`src/rtl/mem_stage_hs.sv`:
```
// Memory-access stage between EXE and WB: waits for the data SRAM response,
// extracts/extends load data, holds a response while WB stalls, and drops
// responses owed to instructions killed by a flush.
module mem_stage_hs #(
  parameter int ES_TO_MS_BUS_WD = 106,
  parameter int MS_TO_WS_BUS_WD = 70,
  parameter int MS_TO_DS_BUS_WD = 39,
  parameter int CANCEL_CNT_W    = 2
) (
  input  logic                       clk,
  input  logic                       resetn,
  input  logic                       ws_allowin,
  output logic                       ms_allowin,
  input  logic                       es_to_ms_valid,
  input  logic [ES_TO_MS_BUS_WD-1:0] es_to_ms_bus,
  output logic                       ms_to_ws_valid,
  output logic [MS_TO_WS_BUS_WD-1:0] ms_to_ws_bus,
  output logic [MS_TO_DS_BUS_WD-1:0] ms_to_ds_bus,
  input  logic                       ms_flush,
  input  logic                       data_sram_data_ok,
  input  logic [31:0]                data_sram_rdata
);

  typedef enum logic [2:0] {
    MEM_NONE = 3'd0,
    MEM_LB   = 3'd1,
    MEM_LBU  = 3'd2,
    MEM_LH   = 3'd3,
    MEM_LHU  = 3'd4,
    MEM_LW   = 3'd5,
    MEM_LWL  = 3'd6,
    MEM_LWR  = 3'd7
  } mem_op_e;

  logic                       r_ms_valid;
  logic [ES_TO_MS_BUS_WD-1:0] r_bus;
  logic                       r_buf_valid;
  logic [31:0]                r_buf_data;
  logic [CANCEL_CNT_W-1:0]    r_cancel_cnt;

  mem_op_e     w_mem_op;
  logic        w_mem_req;
  logic        w_gr_we;
  logic [4:0]  w_dest;
  logic [31:0] w_alu_result;
  logic [31:0] w_rt_value;
  logic [31:0] w_pc;
  logic [1:0]  w_off;
  logic [31:0] w_word;
  logic [7:0]  w_byte;
  logic [15:0] w_half;
  logic [31:0] w_final_result;
  logic        w_resp_live;
  logic        w_ready_go;
  logic        w_leave;
  logic        w_accept;
  logic        w_data_pending;
  logic        w_cancel_inc_ms;
  logic        w_cancel_inc_es;
  logic        w_cancel_dec;

  assign w_mem_op     = mem_op_e'(r_bus[105:103]);
  assign w_mem_req    = r_bus[102];
  assign w_gr_we      = r_bus[101];
  assign w_dest       = r_bus[100:96];
  assign w_alu_result = r_bus[95:64];
  assign w_rt_value   = r_bus[63:32];
  assign w_pc         = r_bus[31:0];
  assign w_off        = w_alu_result[1:0];

  // A response only belongs to the resident instruction once every response
  // owed to killed instructions has been discarded.
  assign w_resp_live  = data_sram_data_ok && (r_cancel_cnt == '0);
  assign w_cancel_dec = data_sram_data_ok && (r_cancel_cnt != '0);

  assign w_ready_go     = !w_mem_req || r_buf_valid || w_resp_live;
  assign ms_allowin     = !r_ms_valid || (w_ready_go && ws_allowin);
  assign ms_to_ws_valid = r_ms_valid && w_ready_go;
  assign w_leave        = ms_to_ws_valid && ws_allowin;
  assign w_accept       = es_to_ms_valid && ms_allowin && !ms_flush;
  assign w_data_pending = r_ms_valid && (w_mem_op != MEM_NONE) && !w_ready_go;

  // Requests issued but never answered for an instruction being killed.
  assign w_cancel_inc_ms = ms_flush && r_ms_valid && w_mem_req && !r_buf_valid && !w_resp_live;
  assign w_cancel_inc_es = ms_flush && es_to_ms_valid && ms_allowin && es_to_ms_bus[102];

  // Held data wins over the live bus so a stalled result stays stable.
  assign w_word = r_buf_valid ? r_buf_data : data_sram_rdata;
  assign w_half = w_off[1] ? w_word[31:16] : w_word[15:0];

  // Byte lane select and load alignment/extension.
  always_comb begin
    // NOTE: every output of a combinational block gets a default first so no
    // path leaves it unassigned, which would infer a latch.
    w_byte         = w_word[7:0];
    w_final_result = w_alu_result;
    case (w_off)
      2'd1:    w_byte = w_word[15:8];
      2'd2:    w_byte = w_word[23:16];
      2'd3:    w_byte = w_word[31:24];
      default: w_byte = w_word[7:0];
    endcase
    case (w_mem_op)
      MEM_LB:  w_final_result = {{24{w_byte[7]}}, w_byte};
      MEM_LBU: w_final_result = {24'd0, w_byte};
      MEM_LH:  w_final_result = {{16{w_half[15]}}, w_half};
      MEM_LHU: w_final_result = {16'd0, w_half};
      MEM_LW:  w_final_result = w_word;
      MEM_LWL: begin
        case (w_off)
          2'd0:    w_final_result = {w_word[7:0],  w_rt_value[23:0]};
          2'd1:    w_final_result = {w_word[15:0], w_rt_value[15:0]};
          2'd2:    w_final_result = {w_word[23:0], w_rt_value[7:0]};
          default: w_final_result = w_word;
        endcase
      end
      MEM_LWR: begin
        case (w_off)
          2'd0:    w_final_result = w_word;
          2'd1:    w_final_result = {w_rt_value[31:24], w_word[31:8]};
          2'd2:    w_final_result = {w_rt_value[31:16], w_word[31:16]};
          default: w_final_result = {w_rt_value[31:8],  w_word[31:24]};
        endcase
      end
      default: w_final_result = w_alu_result;
    endcase
  end

  assign ms_to_ws_bus = ms_to_ws_valid ? {w_gr_we, w_dest, w_final_result, w_pc} : '0;
  assign ms_to_ds_bus = {r_ms_valid && w_gr_we, w_dest, w_final_result, w_data_pending};

  // Stage occupancy: flush kills, otherwise refill whenever the stage opens.
  always_ff @(posedge clk or negedge resetn) begin
    // NOTE: state is updated with non-blocking assignments so every register
    // samples pre-edge values regardless of block ordering.
    if (!resetn) begin
      r_ms_valid <= 1'b0;
    end else if (ms_flush) begin
      r_ms_valid <= 1'b0;
    end else if (ms_allowin) begin
      r_ms_valid <= es_to_ms_valid;
    end
  end

  // Instruction bus register, loaded only on an accepted, non-flushed handoff.
  always_ff @(posedge clk or negedge resetn) begin
    if (!resetn) begin
      r_bus <= '0;
    end else if (w_accept) begin
      r_bus <= es_to_ms_bus;
    end
  end

  // Response buffer: captures the resident instruction's data while WB stalls.
  always_ff @(posedge clk or negedge resetn) begin
    if (!resetn) begin
      r_buf_valid <= 1'b0;
      r_buf_data  <= '0;
    end else if (ms_flush || w_leave) begin
      r_buf_valid <= 1'b0;
    end else if (w_resp_live && r_ms_valid && w_mem_req && !r_buf_valid) begin
      r_buf_valid <= 1'b1;
      r_buf_data  <= data_sram_rdata;
    end
  end

  // Count of responses still owed to killed instructions (net of this cycle).
  always_ff @(posedge clk or negedge resetn) begin
    if (!resetn) begin
      r_cancel_cnt <= '0;
    end else begin
      r_cancel_cnt <= r_cancel_cnt + CANCEL_CNT_W'(w_cancel_inc_ms)
                                   + CANCEL_CNT_W'(w_cancel_inc_es)
                                   - CANCEL_CNT_W'(w_cancel_dec);
    end
  end

endmodule
```
`config.mk`:
```
export PLATFORM = sky130hd
export DESIGN_NAME = mem_stage_hs
export DESIGN_NICKNAME = d
export VERILOG_FILES = /design/src/rtl/mem_stage_hs.sv
export SDC_FILE = /design/constraint.sdc
export NUM_CORES = 1
export LEC_CHECK = 0
export BUFFER_PORTS_ARGS = -buffer_cell sky130_fd_sc_hd__buf_2
export CAP_MARGIN = 20
export CORE_ASPECT_RATIO = 0.5
export CORE_UTILIZATION = 49
export CTS_BUF_LIST = sky130_fd_sc_hd__clkbuf_4
export DETAILED_ROUTE_END_ITERATION = 7
export PLACE_DENSITY = 0.8
export SYNTH_ARGS = -nofsm -noshare
export SYNTH_HDL_FRONTEND = slang
export SYNTH_SLANG_ARGS = --single-unit
export TNS_END_PERCENT = 1
```
`constraint.sdc`:
```
create_clock -name clk -period 2.5 [get_ports clk]
set_input_delay 0.5 -clock clk [delete_from_list [all_inputs] [get_ports clk]]
set_output_delay 0.5 -clock clk [all_outputs]
set_load 0.01 [all_outputs]
```
==> impl_table.tex, run 1 <==
\begin{tabular}{lr}
\hline
Metric & Value \\
\hline
\multicolumn{2}{l}{\textbf{Finish}} \\
\quad Most frequent cells in the layout & 251 x sky130\_fd\_sc\_hd\_\_buf\_2, 167 x sky130\_fd\_sc\_hd\_\_buf\_4, 166 x sky130\_fd\_sc\_hd\_\_mux2\_2, 138 x sky130\_fd\_sc\_hd\_\_dfrtp\_1, 73 x sky130\_fd\_sc\_hd\_\_nor2\_1 \\
\quad Area growth from synthesis to final layout & 37.2\% \\
\quad Fillcell total & roughly 1400 \\
\quad Final net count & 1341 \\
\quad Share of the core filled with cells in the final layout & 69.9\% \\
\quad Fin area & $\sim$0.012 mm2 \\
\quad Fraction of final layout cells with drive strength greater than 1 & 60.8\% \\
\quad Most frequent standard cell in the layout excluding fill and tap cells & sky130\_fd\_sc\_hd\_\_buf\_2 \\
\multicolumn{2}{l}{\textbf{Setup path}} \\
\quad Startpoint type of the worst setup path & flip-flop \\
\quad Flop-to-flop setup slack & $\sim$90 ps \\
\quad Worst setup path class & flip-flop to primary output \\
\quad Highest fanout seen on the critical path & 7 \\
\quad Endpoint of the most critical register-to-register path & r\_bus[46] \\
\quad Worst r2r src & r\_buf\_valid \\
\quad Arrival time at the worst endpoint & 3120 ps \\
\quad CP Data Required Time & 2000 ps \\
\quad Worst R2R Path Depth & 8 \\
\quad Critical Path End Type & primary output \\
\multicolumn{2}{l}{\textbf{Timing}} \\
\quad RSZ-0062 raised after global routing & yes \\
\quad Max Clk Rate & around 280 MHz \\
\quad Max transition margin & a little over three fifths \\
\quad Final Cycle Share & 145\% \\
\quad Final setup violation count & 104 \\
\quad Final-report max-slew violation count & 0 \\
\quad Final Hold Violating Endpoints & 0 \\
\quad Final critical-path setup slack & -1120 ps \\
\quad Actual slew at the worst max-slew pin & 560 ps \\
\quad Min Tclk post-route & 3620 ps \\
\quad Worst clock skew & 32.0 ps \\
\multicolumn{2}{l}{\textbf{Status}} \\
\quad Status & finished with violations \\
\quad Violations in the final reports & negative setup slack \\
\multicolumn{2}{l}{\textbf{Floorplan}} \\
\quad I/O pin count & roughly 260 \\
\quad Core Footprint & 0.0177 mm2 \\
\quad \# rows & 34 \\
\quad Area enclosed by the die boundary & 0.0190 mm2 \\
\quad Die Span X & slightly below 200 um \\
\quad Die Span Y & 97.9 um \\
\quad Starting utilization of the core area & 51.0\% \\
\multicolumn{2}{l}{\textbf{Routing}} \\
\quad Overall via count from detail\_route & 8672 \\
\quad TritonRoute pass-1 iters & 5 \\
\quad Total DRC errors in the routed layout & 0 \\
\quad Per-cell routed wire length & 22.6 um \\
\quad Starting DRC count in detailed routing & 779 \\
\quad Routed wire length & about 33000 um \\
\quad Via/cell ratio & 6.01 \\
\quad Remaining antenna violation count & 0 \\
\multicolumn{2}{l}{\textbf{Clock network}} \\
\quad CTS root buf & sky130\_fd\_sc\_hd\_\_clkbuf\_4 \\
\quad H-tree levels & 4 \\
\quad Number of buffers on the longest clock path & 2 \\
\quad Later-pin clock latency in the skew report & 590 ps \\
\quad CTS clk-pin slew, worst paths & around 160 ps \\
\quad Clock tree from TritonCTS & yes \\
\quad Number of buffers inserted during clock tree synthesis & 17 \\
\quad Clock sink total & 142 \\
\multicolumn{2}{l}{\textbf{GRT}} \\
\quad Largest net degree at the start of global routing & 64 \\
\quad Total global routing track utilization & 35.1\% \\
\quad Via count of the first global-routing pass & around 9000 \\
\quad GRT overflow & 0 \\
\quad Routing layer with the top usage in global route & met1 \\
\quad Antenna violations before repair & 1 \\
\quad Global Route met1 Usage & 49.5\% \\
\quad Global-route wire length before repair & 50500 um \\
\quad Global Route met3 Usage & around an eighth \\
\quad GR Util met2 & 49.3\% \\
\multicolumn{2}{l}{\textbf{Job}} \\
\quad Number of max-cap violations & 0 \\
\multicolumn{2}{l}{\textbf{Hold path}} \\
\quad Hold-critical path depth & 2 \\
\quad Worst min-delay path class & input pin to flip-flop \\
\quad Worst Hold End & r\_bus[65] \\
\quad Hold path startpoint & es\_to\_ms\_bus[65] \\
\multicolumn{2}{l}{\textbf{Pwr}} \\
\quad Max IR drop VDD & 0.375 mV \\
\quad P per Cell Area & 769 mW/mm2 \\
\quad Static power due to leakage & 0.00579 uW \\
\multicolumn{2}{l}{\textbf{Synth}} \\
\quad Number of synthesized register bits & $\sim$140 \\
\quad Yosys Warn Count & 0 \\
\quad Most used flip-flop cell after synthesis & sky130\_fd\_sc\_hd\_\_dfrtp\_1 \\
\quad Area contributors post-synth & sky130\_fd\_sc\_hd\_\_dfrtp\_1 39\%, sky130\_fd\_sc\_hd\_\_mux2\_2 21\%, sky130\_fd\_sc\_hd\_\_mux4\_2 4.7\% \\
\quad Syn Std Cell Area & 0.00902 mm2 \\
\quad Dominant cell type by area after synthesis & sky130\_fd\_sc\_hd\_\_dfrtp\_1 \\
\quad Number of distinct library cells after synthesis & 66 \\
\quad Yosys top cell area share & 39.4\% \\
\quad Async set or reset register ratio after synthesis & 100\% \\
\quad Net count after synthesis & approximately 950 \\
\quad Number of instances in the synthesized netlist & 805 \\
\quad Mean cell area of the mapped netlist & 11.2 um2 \\
\quad Number of flops mapped to enable cells by yosys & 0 \\
\quad Seq/Total Area, Yosys & 39.4\% \\
\multicolumn{2}{l}{\textbf{Place}} \\
\quad HPWL after detailed placement & 24800 um \\
\quad \# port buffers & approximately 250 \\
\quad Final weighted congestion in routability-driven placement & 1.02 \\
\quad Placed instance area & 0.0117 mm2 \\
\hline
\end{tabular}
-- cell usage after synthesis (all sizes together), types with 6 or more instances --
cell type,instances
o211ai,6
nand2,34
nand2b,10
mux4,28
a2111oi,6
a41oi,6
buf,42
a22oi,13
nor2,79
o21ai,26
and2,49
clkbuf,26
dfrtp,142
mux2i,26
inv,11
nor3,24
nor4,6
o22ai,9
a211oi,11
o32ai,9
a21oi,17
mux2,166
-- flip-flops by register name, summed over array words and instances (netlist names) --
name          cells
r_ms_valid        1
r_cancel_cnt      2
r_buf_valid       1
r_bus           106
r_buf_data       32
-- worst max-delay path, cell delays in order (launching register included) --
cell and delay (ps):
sky130_fd_sc_hd__dfrtp_4 520, sky130_fd_sc_hd__buf_12 150, sky130_fd_sc_hd__mux2i_2 180, sky130_fd_sc_hd__mux4_2 610, sky130_fd_sc_hd__a21oi_4 320, sky130_fd_sc_hd__buf_4 160
sky130_fd_sc_hd__buf_4 100, sky130_fd_sc_hd__a221oi_2 50, sky130_fd_sc_hd__nor3_1 260, sky130_fd_sc_hd__buf_2 180
-- what timing repair did --
| item | CTS | global route |
|---|---|---|
| hold buffers | 1 | 0 |
| setup buffers | 5 | 3 |
| hold endpoints to repair | 45 | 0 |
| gates resized for setup | 53 | 31 |
| setup endpoints to repair | 105 | 132 |
| pin swaps | 15 | 11 |
-- report_power, final --
group	internal, uW	leakage (uW)	switching, uW
combinational	2360	0.00394	2390
sequential	2820	0.00172	449
clock	504	0.000133	999
-- how the worst max path moves through the flow --
stage / startpoint / to / slack, ps
finish: r_buf_valid / ms_to_ws_bus[63] / -1120
global route: r_buf_valid / ms_to_ws_bus[50] / -1260
CTS: r_buf_valid / ms_to_ws_bus[53] / -1060
detailed placement: r_buf_valid / ms_to_ws_bus[41] / -690
global placement: r_buf_valid / ms_to_ws_bus[41] / -660
floorplan: r_buf_valid / ms_to_ws_bus[58] / 4
-- kinds of logic (layout without fill, tap and decap cells) --
kind of cell               count (synthesis)  count (layout)  synth area share [%]
and+or+nand+nor                          227             227                  12.8
muxes                                    220             220                  31.0
DFF                                      142             142                  39.4
AOI/OAI and AO/OA                        132             132                  11.6
buffers and inverters                     80             482                  4.72
adders and majority gates                  2               2                 0.361
xor gates and xnor gates                   2               2                 0.194
other                                      0               1                     0
-- layout make-up --
class                      count  area, um2  area share [%]
multi-input combinational    583       5340            43.2
sequential                   142       3560            28.8
clock inverter                14        134            1.08
inverter                      12       45.0           0.364
timing repair buffer         439       2870            23.2
clock buffer                  17        128            1.03
antenna                        1       2.50          0.0202
tap                          234        293            2.37
-- layer usage --
metal	wire length, um	share of wire [%]
met4	865	2.6
met2	13600	42
met5	0	0
met1	14400	44
met3	3830	12
-- per-stage QoR --
stage	instances	total power, uW	hold slack, ps	setup slack, ps	TNS [ps]
2_1_floorplan	805	5490	204	3.73	0
3_3_place_gp	1402	7480	457	-656	-24310
3_5_place_dp	1402	7590	467	-686	-27110
4_1_cts	1439	9310	97.9	-1060	-75050
5_1_grt	1442	9980	109	-1260	-84680
6_report	1442	9520	132	-1120	-74700
Note: power is estimated with default switching activity, not from simulation.
==> inputs of run 2 (changes only) <==
--- a/config.mk
+++ b/config.mk
@@ -12,6 +12,7 @@
 export CTS_BUF_LIST = sky130_fd_sc_hd__clkbuf_4
 export DETAILED_ROUTE_END_ITERATION = 7
 export PLACE_DENSITY = 0.8
+export REMOVE_ABC_BUFFERS = 1
 export SYNTH_ARGS = -nofsm -noshare
 export SYNTH_HDL_FRONTEND = slang
 export SYNTH_SLANG_ARGS = --single-unit
==> run 2 against run 1 <==
Global-route usage decreased by 3.8 points. Largest power group unchanged. Fmax is 4.4% higher. Die area stayed put. Sequential power about the same. Highest routed layer unchanged. The flow still finishes with violations (negative setup slack). Cell area about the same.
==> impl_table.tex, run 2 (synthesis gave the netlist of run 1 again) <==
\begin{tabular}{lr}
\hline
Metric & Value \\
\hline
\multicolumn{2}{l}{\textbf{Setup path}} \\
\quad Arrival time at the worst endpoint & 2970 ps (was 3120 ps) \\
\quad Stages on worst setup path & 9 (unchanged) \\
\quad Flop-to-flop setup slack & 230 ps (was 90 ps) \\
\quad Worst Path Buf+Inv & 4 (unchanged) \\
\quad Worst r2r src & r\_cancel\_cnt[1] (was r\_buf\_valid) \\
\quad Worst R2R Path Depth & 7 (was 8) \\
\quad Highest fanout seen on the critical path & 5 (was 7) \\
\quad Critical Path Slowest Stage Cell & sky130\_fd\_sc\_hd\_\_mux4\_2 (unchanged) \\
\quad Worst setup path class & flip-flop to primary output (unchanged) \\
\quad CP Data Required Time & 2000 ps (about the same) \\
\quad Cell type group with the largest total delay on the critical path & multiplexers (unchanged) \\
\quad Critical path, cell by cell & buf\_6 -> mux2i\_1 -> mux4\_2 -> o31ai\_4 -> buf\_12 -> buf\_8 -> nor4b\_4 -> a211oi\_2 -> buf\_2 (was buf\_12 -> mux2i\_2 -> mux4\_2 -> a21oi\_4 -> buf\_4 -> buf\_4 -> a221oi\_2 -> nor3\_1 -> buf\_2) \\
\quad Critical Path End Type & primary output (unchanged) \\
\quad Endpoint of the most critical register-to-register path & r\_bus[35] (was r\_bus[46]) \\
\quad Startpoint type of the worst setup path & flip-flop (unchanged) \\
\quad Longest individual stage delay on the worst path & 600 ps (was 610 ps) \\
\multicolumn{2}{l}{\textbf{Floorplan}} \\
\quad Core Footprint & 0.0177 mm2 (unchanged) \\
\quad I/O pin count & 255 (unchanged) \\
\quad Starting utilization of the core area & 51.0\% (unchanged) \\
\quad Die Span X & 194 um (unchanged) \\
\quad Die Span Y & 97.9 um (unchanged) \\
\quad Area enclosed by the die boundary & 0.0190 mm2 (unchanged) \\
\quad \# rows & 34 (unchanged) \\
\multicolumn{2}{l}{\textbf{GRT}} \\
\quad Total global routing track utilization & 31.3\% (was 35.1\%) \\
\quad GRT overflow & 0 (unchanged) \\
\quad Largest net degree at the start of global routing & 63 (was 64) \\
\quad Via count of the first global-routing pass & 8339 (was 8857) \\
\quad Global-route wire length before repair & 46500 um (was 50500 um) \\
\quad Antenna violations before repair & 1 (unchanged) \\
\multicolumn{2}{l}{\textbf{Routing}} \\
\quad Overall via count from detail\_route & 8395 (was 8672) \\
\quad Total DRC errors in the routed layout & 0 (unchanged) \\
\quad Via/cell ratio & 5.91 (was 6.01) \\
\quad Wire length on met3 & 2240 um (was 3830 um) \\
\quad Post-route met1 wirelength & 13100 um (was 14400 um) \\
\quad Met2 Routed Length & 14100 um (was 13600 um) \\
\quad TritonRoute pass-1 iters & 5 (unchanged) \\
\quad Starting DRC count in detailed routing & 696 (was 779) \\
\quad Uppermost metal layer occupied by signal nets & met4 (unchanged) \\
\quad Per-cell routed wire length & 21.1 um (was 22.6 um) \\
\quad Remaining antenna violation count & 0 (unchanged) \\
\quad Routed wire length & 30000 um (was 32700 um) \\
\multicolumn{2}{l}{\textbf{Finish}} \\
\quad Share of the core filled with cells in the final layout & 70.0\% (was 69.9\%) \\
\quad Area growth from synthesis to final layout & 37.3\% (was 37.2\%) \\
\quad Registers with the highest flip-flop counts & r\_bus (106), r\_buf\_data (32), r\_cancel\_cnt (2) (unchanged) \\
\quad Most frequent standard cell in the layout excluding fill and tap cells & sky130\_fd\_sc\_hd\_\_buf\_2 (unchanged) \\
\quad Register with the highest flop count & r\_bus (unchanged) \\
\quad Fraction of final layout cells with drive strength greater than 1 & 60.3\% (was 60.8\%) \\
\quad Fin area & 0.0124 mm2 (about the same) \\
\quad Max FFs per register & 106 (unchanged) \\
\quad Final net count & 1319 (was 1341) \\
\quad Most frequent cells in the layout & 245 x sky130\_fd\_sc\_hd\_\_buf\_2, 162 x sky130\_fd\_sc\_hd\_\_mux2\_2, 140 x sky130\_fd\_sc\_hd\_\_dfrtp\_1, 132 x sky130\_fd\_sc\_hd\_\_buf\_4, 77 x sky130\_fd\_sc\_hd\_\_nor2\_1 (was 251 x sky130\_fd\_sc\_hd\_\_buf\_2, 167 x sky130\_fd\_sc\_hd\_\_buf\_4, 166 x sky130\_fd\_sc\_hd\_\_mux2\_2, 138 x sky130\_fd\_sc\_hd\_\_dfrtp\_1, 73 x sky130\_fd\_sc\_hd\_\_nor2\_1) \\
\quad Fillcell total & 1305 (was 1385) \\
\multicolumn{2}{l}{\textbf{Place}} \\
\quad Worst-case setup slack after placement & -323 ps (was -686 ps) \\
\quad HPWL after detailed placement & 22000 um (was 24800 um) \\
\quad Placed instance area & 0.0115 mm2 (was 0.0117 mm2) \\
\quad Final weighted congestion in routability-driven placement & 0.969 (was 1.02) \\
\quad \# port buffers & 254 (unchanged) \\
\multicolumn{2}{l}{\textbf{Clock network}} \\
\quad Clock tree from TritonCTS & yes (unchanged) \\
\quad H-tree levels & 4 (unchanged) \\
\quad Later-pin clock latency in the skew report & 570 ps (was 590 ps) \\
\quad Number of buffers inserted during clock tree synthesis & 17 (unchanged) \\
\quad Number of buffers on the longest clock path & 2 (unchanged) \\
\quad CTS clk-pin slew, worst paths & 150 ps (was 160 ps) \\
\quad Clock sink total & 142 (unchanged) \\
\quad CTS root buf & sky130\_fd\_sc\_hd\_\_clkbuf\_4 (unchanged) \\
\multicolumn{2}{l}{\textbf{Pwr}} \\
\quad Max IR drop VDD & 0.322 mV (was 0.375 mV) \\
\quad Static power due to leakage & 0.00577 uW (was 0.00579 uW) \\
\quad Total power of the final layout & 9580 uW (was 9520 uW) \\
\quad P per Cell Area & 773 mW/mm2 (was 769 mW/mm2) \\
\multicolumn{2}{l}{\textbf{Hold path}} \\
\quad Worst min-delay path class & input pin to flip-flop (unchanged) \\
\quad Hold-critical path depth & 2 (unchanged) \\
\quad Hold path startpoint & es\_to\_ms\_bus[105] (was es\_to\_ms\_bus[65]) \\
\quad Worst Hold End & r\_bus[105] (was r\_bus[65]) \\
\multicolumn{2}{l}{\textbf{Status}} \\
\quad Violations in the final reports & negative setup slack (unchanged) \\
\quad Status & finished with violations (unchanged) \\
\multicolumn{2}{l}{\textbf{Timing}} \\
\quad Min Tclk post-route & 3470 ps (was 3620 ps) \\
\quad Final setup violation count & 101 (was 104) \\
\quad Actual slew at the worst max-slew pin & 557 ps (was 560 ps) \\
\quad Final-report max-slew violation count & 0 (unchanged) \\
\quad RSZ-0062 raised after global routing & yes (unchanged) \\
\quad Worst clock skew & 24.3 ps (was 32.0 ps) \\
\quad Post-route worst hold slack & 137 ps (was 132 ps) \\
\quad Max transition margin & 62.8\% (was 62.5\%) \\
\quad Max Clk Rate & 288 MHz (was 276 MHz) \\
\quad Final Hold Violating Endpoints & 0 (unchanged) \\
\quad Final critical-path setup slack & -972 ps (was -1120 ps) \\
\quad Final Cycle Share & 139\% (was 145\%) \\
\multicolumn{2}{l}{\textbf{Job}} \\
\quad Number of max-cap violations & 0 (unchanged) \\
\hline
\end{tabular}
## run 2: cell types whose count changed in the layout (fill, tap and decap cells not counted), moves of 5 or more
cell                     delta
sky130_fd_sc_hd__and2_4     +8
sky130_fd_sc_hd__buf_4     -35
sky130_fd_sc_hd__and2_1     -8
sky130_fd_sc_hd__nor2_2     -5
sky130_fd_sc_hd__buf_6     +16
sky130_fd_sc_hd__buf_2      -6
## run 2: worst register-to-register path: stages (launching register included)
cell,delay (ps)
sky130_fd_sc_hd__dfrtp_1,450
sky130_fd_sc_hd__nor3b_4,260
sky130_fd_sc_hd__nor3b_4,80
sky130_fd_sc_hd__buf_4,140
sky130_fd_sc_hd__o21ai_2,180
sky130_fd_sc_hd__nor3b_4,270
sky130_fd_sc_hd__buf_12,340
sky130_fd_sc_hd__mux2_2,420
## run 2: layout make-up
| cell class | instances | area, um2 | area share (%) |
|---|---|---|---|
| multi-input combinational | 583 | 5350 | 43.2 |
| sequential | 142 | 3560 | 28.7 |
| timing repair buffer | 417 | 2800 | 22.6 |
| tap | 234 | 293 | 2.36 |
| clock inverter | 15 | 208 | 1.68 |
| clock buffer | 17 | 128 | 1.03 |
| inverter | 12 | 50.0 | 0.404 |
| antenna | 1 | 2.50 | 0.0202 |
## run 2: layer usage
metal	track usage [%]	up-vias
met2	49.5	403
li1	-	3721
met3	5.77	55
met1	44.3	4216
met5	0	-
met4	9.04	0
## run 2: worst max-delay path by stage
stage,startpoint,endpoint,slack (ps)
finish,r_buf_valid,ms_to_ws_bus[55],-970
global route,r_buf_valid,ms_to_ws_bus[55],-1060
CTS,r_buf_valid,ms_to_ws_bus[48],-950
detailed placement,r_buf_valid,ms_to_ws_bus[42],-320
global placement,data_sram_rdata[31],ms_to_ws_bus[57],-300
floorplan,r_buf_valid,r_bus[65],-3100
## run 2: per-stage QoR
step | setup TNS [ps] | std cells
final | -57860 | 1421
after global routing | -68540 | 1420
after CTS | -59290 | 1414
after detailed placement | -15420 | 1379
after global placement | -13000 | 1379
after floorplan | -500160 | 737
## run 2: power by group
part / total, uW / switching, uW / internal, uW / leakage, uW
Clock: 1770 / 965 / 808 / 0.000168
Sequential: 3270 / 443 / 2820 / 0.00173
Combinational: 4540 / 2250 / 2280 / 0.00388
Total: 9580 / 3660 / 5910 / 0.00577
## run 2: timing repair
| action | 4_1_cts | 5_1_grt |
|---|---|---|
| buffers inserted | 2 | 6 |
| hold buffers | 1 | 0 |
| endpoints found under the setup margin | 104 | 104 |
| pin swaps | 24 | 27 |
| hold endpoints to repair | 47 | 0 |
| resized for setup | 56 | 58 |
==> inputs of run 3 (changes only) <==
--- a/config.mk
+++ b/config.mk
@@ -7,8 +7,10 @@
 export LEC_CHECK = 0
 export BUFFER_PORTS_ARGS = -buffer_cell sky130_fd_sc_hd__buf_2
 export CAP_MARGIN = 20
+export CELL_PAD_IN_SITES_DETAIL_PLACEMENT = 1
+export CELL_PAD_IN_SITES_GLOBAL_PLACEMENT = 1
 export CORE_ASPECT_RATIO = 0.5
-export CORE_UTILIZATION = 49
+export CORE_UTILIZATION = 38
 export CTS_BUF_LIST = sky130_fd_sc_hd__clkbuf_4
 export DETAILED_ROUTE_END_ITERATION = 7
 export PLACE_DENSITY = 0.8
==> run 3 against run 2 <==
The flow finishes with violations (design-rule violations, negative setup slack). Flip-flop and latch count is the same. Critical path depth shrank 1. Utilization shrank 17 points. Clock-buffer cell count grew 1. Register-to-register slack lost 110 ps. First-iteration DRC count shrank 25%. Largest cell class unchanged. Fmax grew 2.2%.
==> impl_table.tex, run 3 (synthesis gave the netlist of run 1 again) <==
\begin{tabular}{lr}
\hline
Metric & Value \\
\hline
\multicolumn{2}{l}{\textbf{Setup path}} \\
\quad Worst R2R Path Depth & 8 (was 7) \\
\quad Endpoint of the most critical register-to-register path & r\_bus[100] (was r\_bus[35]) \\
\quad Critical Path End Type & primary output (unchanged) \\
\quad Worst r2r src & r\_buf\_valid (was r\_cancel\_cnt[1]) \\
\quad Highest fanout seen on the critical path & 15 (was 5) \\
\quad Startpoint type of the worst setup path & flip-flop (unchanged) \\
\quad CP Data Required Time & 2000 ps (about the same) \\
\quad Worst setup path class & flip-flop to primary output (unchanged) \\
\quad Arrival time at the worst endpoint & 2900 ps (was 2970 ps) \\
\quad Flop-to-flop setup slack & 120 ps (was 230 ps) \\
\multicolumn{2}{l}{\textbf{Status}} \\
\quad Violations in the final reports & design-rule violations, negative setup slack (was negative setup slack) \\
\quad Status & finished with violations (unchanged) \\
\multicolumn{2}{l}{\textbf{Place}} \\
\quad Worst-case setup slack after placement & -323 ps (about the same) \\
\quad Count of placed standard cells including taps & 1440 (was 1379) \\
\quad HPWL after detailed placement & 25200 um (was 22000 um) \\
\quad \# port buffers & 254 (unchanged) \\
\quad Placed instance area & 0.0116 mm2 (was 0.0115 mm2) \\
\quad Final weighted congestion in routability-driven placement & 0.877 (was 0.969) \\
\multicolumn{2}{l}{\textbf{GRT}} \\
\quad Antenna violations before repair & 6 (was 1) \\
\quad GRT overflow & 0 (unchanged) \\
\quad Global-route wire length before repair & 53100 um (was 46500 um) \\
\quad Largest net degree at the start of global routing & 44 (was 63) \\
\quad Via count of the first global-routing pass & 9231 (was 8339) \\
\quad Total global routing track utilization & 28.7\% (was 31.3\%) \\
\multicolumn{2}{l}{\textbf{Clock network}} \\
\quad Number of buffers inserted during clock tree synthesis & 17 (unchanged) \\
\quad CTS clk-pin slew, worst paths & 140 ps (was 150 ps) \\
\quad Clock tree from TritonCTS & yes (unchanged) \\
\quad Clock sink total & 142 (unchanged) \\
\quad Later-pin clock latency in the skew report & 630 ps (was 570 ps) \\
\quad H-tree levels & 4 (unchanged) \\
\quad CTS root buf & sky130\_fd\_sc\_hd\_\_clkbuf\_4 (unchanged) \\
\quad Number of buffers on the longest clock path & 2 (unchanged) \\
\multicolumn{2}{l}{\textbf{Floorplan}} \\
\quad Core Footprint & 0.0230 mm2 (was 0.0177 mm2) \\
\quad Area enclosed by the die boundary & 0.0244 mm2 (was 0.0190 mm2) \\
\quad I/O pin count & 255 (unchanged) \\
\quad \# rows & 39 (was 34) \\
\quad Starting utilization of the core area & 39.2\% (was 51.0\%) \\
\quad Die Span X & 220 um (was 194 um) \\
\quad Die Span Y & 111 um (was 97.9 um) \\
\multicolumn{2}{l}{\textbf{Routing}} \\
\quad Per-cell routed wire length & 23.2 um (was 21.1 um) \\
\quad Remaining antenna violation count & 0 (unchanged) \\
\quad Starting DRC count in detailed routing & 520 (was 696) \\
\quad Total DRC errors in the routed layout & 12 (was 0) \\
\quad TritonRoute pass-1 iters & 7 (was 5) \\
\quad Overall via count from detail\_route & 8404 (was 8395) \\
\quad Routed wire length & 34100 um (was 30000 um) \\
\quad Via/cell ratio & 5.70 (was 5.91) \\
\multicolumn{2}{l}{\textbf{Timing}} \\
\quad Max transition margin & 57.3\% (was 62.8\%) \\
\quad Final Cycle Share & 136\% (was 139\%) \\
\quad Worst clock skew & 28.0 ps (was 24.3 ps) \\
\quad Post-route worst hold slack & 90.4 ps (was 137 ps) \\
\quad Max Clk Rate & 294 MHz (was 288 MHz) \\
\quad Final setup violation count & 102 (was 101) \\
\quad Final-report max-slew violation count & 0 (unchanged) \\
\quad Actual slew at the worst max-slew pin & 637 ps (was 557 ps) \\
\quad Final Hold Violating Endpoints & 0 (unchanged) \\
\quad Min Tclk post-route & 3400 ps (was 3470 ps) \\
\quad Final critical-path setup slack & -896 ps (was -972 ps) \\
\quad RSZ-0062 raised after global routing & yes (unchanged) \\
\multicolumn{2}{l}{\textbf{Finish}} \\
\quad Non-filler cells, final & 1474 (was 1421) \\
\quad Fraction of final layout cells with drive strength greater than 1 & 58.6\% (was 60.3\%) \\
\quad Most frequent standard cell in the layout excluding fill and tap cells & sky130\_fd\_sc\_hd\_\_buf\_2 (unchanged) \\
\quad Area growth from synthesis to final layout & 35.6\% (was 37.3\%) \\
\quad Final net count & 1297 (was 1319) \\
\quad Registers with the highest flip-flop counts & r\_bus (106), r\_buf\_data (32), r\_cancel\_cnt (2) (unchanged) \\
\quad Fin area & 0.0122 mm2 (was 0.0124 mm2) \\
\quad Most frequent cells in the layout & 253 x sky130\_fd\_sc\_hd\_\_buf\_2, 165 x sky130\_fd\_sc\_hd\_\_mux2\_2, 138 x sky130\_fd\_sc\_hd\_\_dfrtp\_1, 113 x sky130\_fd\_sc\_hd\_\_buf\_4, 77 x sky130\_fd\_sc\_hd\_\_nor2\_1 (was 245 x sky130\_fd\_sc\_hd\_\_buf\_2, 162 x sky130\_fd\_sc\_hd\_\_mux2\_2, 140 x sky130\_fd\_sc\_hd\_\_dfrtp\_1, 132 x sky130\_fd\_sc\_hd\_\_buf\_4, 77 x sky130\_fd\_sc\_hd\_\_nor2\_1) \\
\quad Max FFs per register & 106 (unchanged) \\
\quad Register with the highest flop count & r\_bus (unchanged) \\
\multicolumn{2}{l}{\textbf{Hold path}} \\
\quad Worst Hold End & r\_bus[86] (was r\_bus[105]) \\
\quad Hold path startpoint & es\_to\_ms\_bus[86] (was es\_to\_ms\_bus[105]) \\
\quad Worst min-delay path class & input pin to flip-flop (unchanged) \\
\quad Hold-critical path depth & 2 (unchanged) \\
\multicolumn{2}{l}{\textbf{Pwr}} \\
\quad Total power of the final layout & 9450 uW (was 9580 uW) \\
\quad P per Cell Area & 772 mW/mm2 (was 773 mW/mm2) \\
\quad Max IR drop VDD & 0.346 mV (was 0.322 mV) \\
\quad Static power due to leakage & 0.00562 uW (was 0.00577 uW) \\
\multicolumn{2}{l}{\textbf{Job}} \\
\quad Number of max-cap violations & 0 (unchanged) \\
\hline
\end{tabular}
[run 3: how the worst max path moves through the flow]
stage                           start               end  slack, ps
after floorplan           r_buf_valid         r_bus[65]      -3100
after global placement    r_buf_valid  ms_to_ws_bus[57]       -270
after detailed placement  r_buf_valid  ms_to_ws_bus[57]       -320
after CTS                 r_buf_valid  ms_to_ws_bus[48]       -900
after global routing      r_buf_valid  ms_to_ws_bus[55]      -1000
final                     r_buf_valid  ms_to_ws_bus[54]       -900
[run 3: critical path: stages, from the launching register on]
cell,delay (ps)
sky130_fd_sc_hd__dfrtp_2,440
sky130_fd_sc_hd__buf_6,180
sky130_fd_sc_hd__buf_12,170
sky130_fd_sc_hd__mux2_2,370
sky130_fd_sc_hd__mux4_2,470
sky130_fd_sc_hd__nand2_1,130
sky130_fd_sc_hd__a41oi_2,190
sky130_fd_sc_hd__and2_1,190
sky130_fd_sc_hd__buf_2,140
[run 3: routing by layer]
metal	share of wire, %	GRT usage [%]	wire [um]
met5	0.079	0	27
met4	2.7	10.4	935
met3	5.8	6.86	1990
met1	41	35.5	14000
met2	50	48.7	17200
[run 3: final cells by class]
cell class                 instances  area (um2)
antenna                            5        12.5
clock buffer                      18         135
clock inverter                    12         148
fill                            2574       10800
inverter                          12        45.0
multi-input combinational        583        5340
sequential                       142        3560
tap                              307         384
timing repair buffer             395        2620
[run 3: stage by stage]
stage	TNS, ps	utilization [%]
6_report	-64630	53.1
5_1_grt	-78170	53.1
4_1_cts	-70990	52.8
3_5_place_dp	-11780	50.4
3_3_place_gp	-7500	50.4
2_1_floorplan	-500160	-
[run 3: where the power goes]
part	switching, uW	total [uW]	internal [uW]
registers	439	3260	2820
logic	2350	4570	2220
clock network	927	1610	684
total	3710	9450	5730
[run 3: repair_timing]
action	in CTS	in global routing
pin swaps	23	14
cloned	0	0
resized for setup	59	19
hold buffers	1	0
buffers inserted	3	2
endpoints found under the setup margin	105	106
endpoints found under the hold margin	39	0
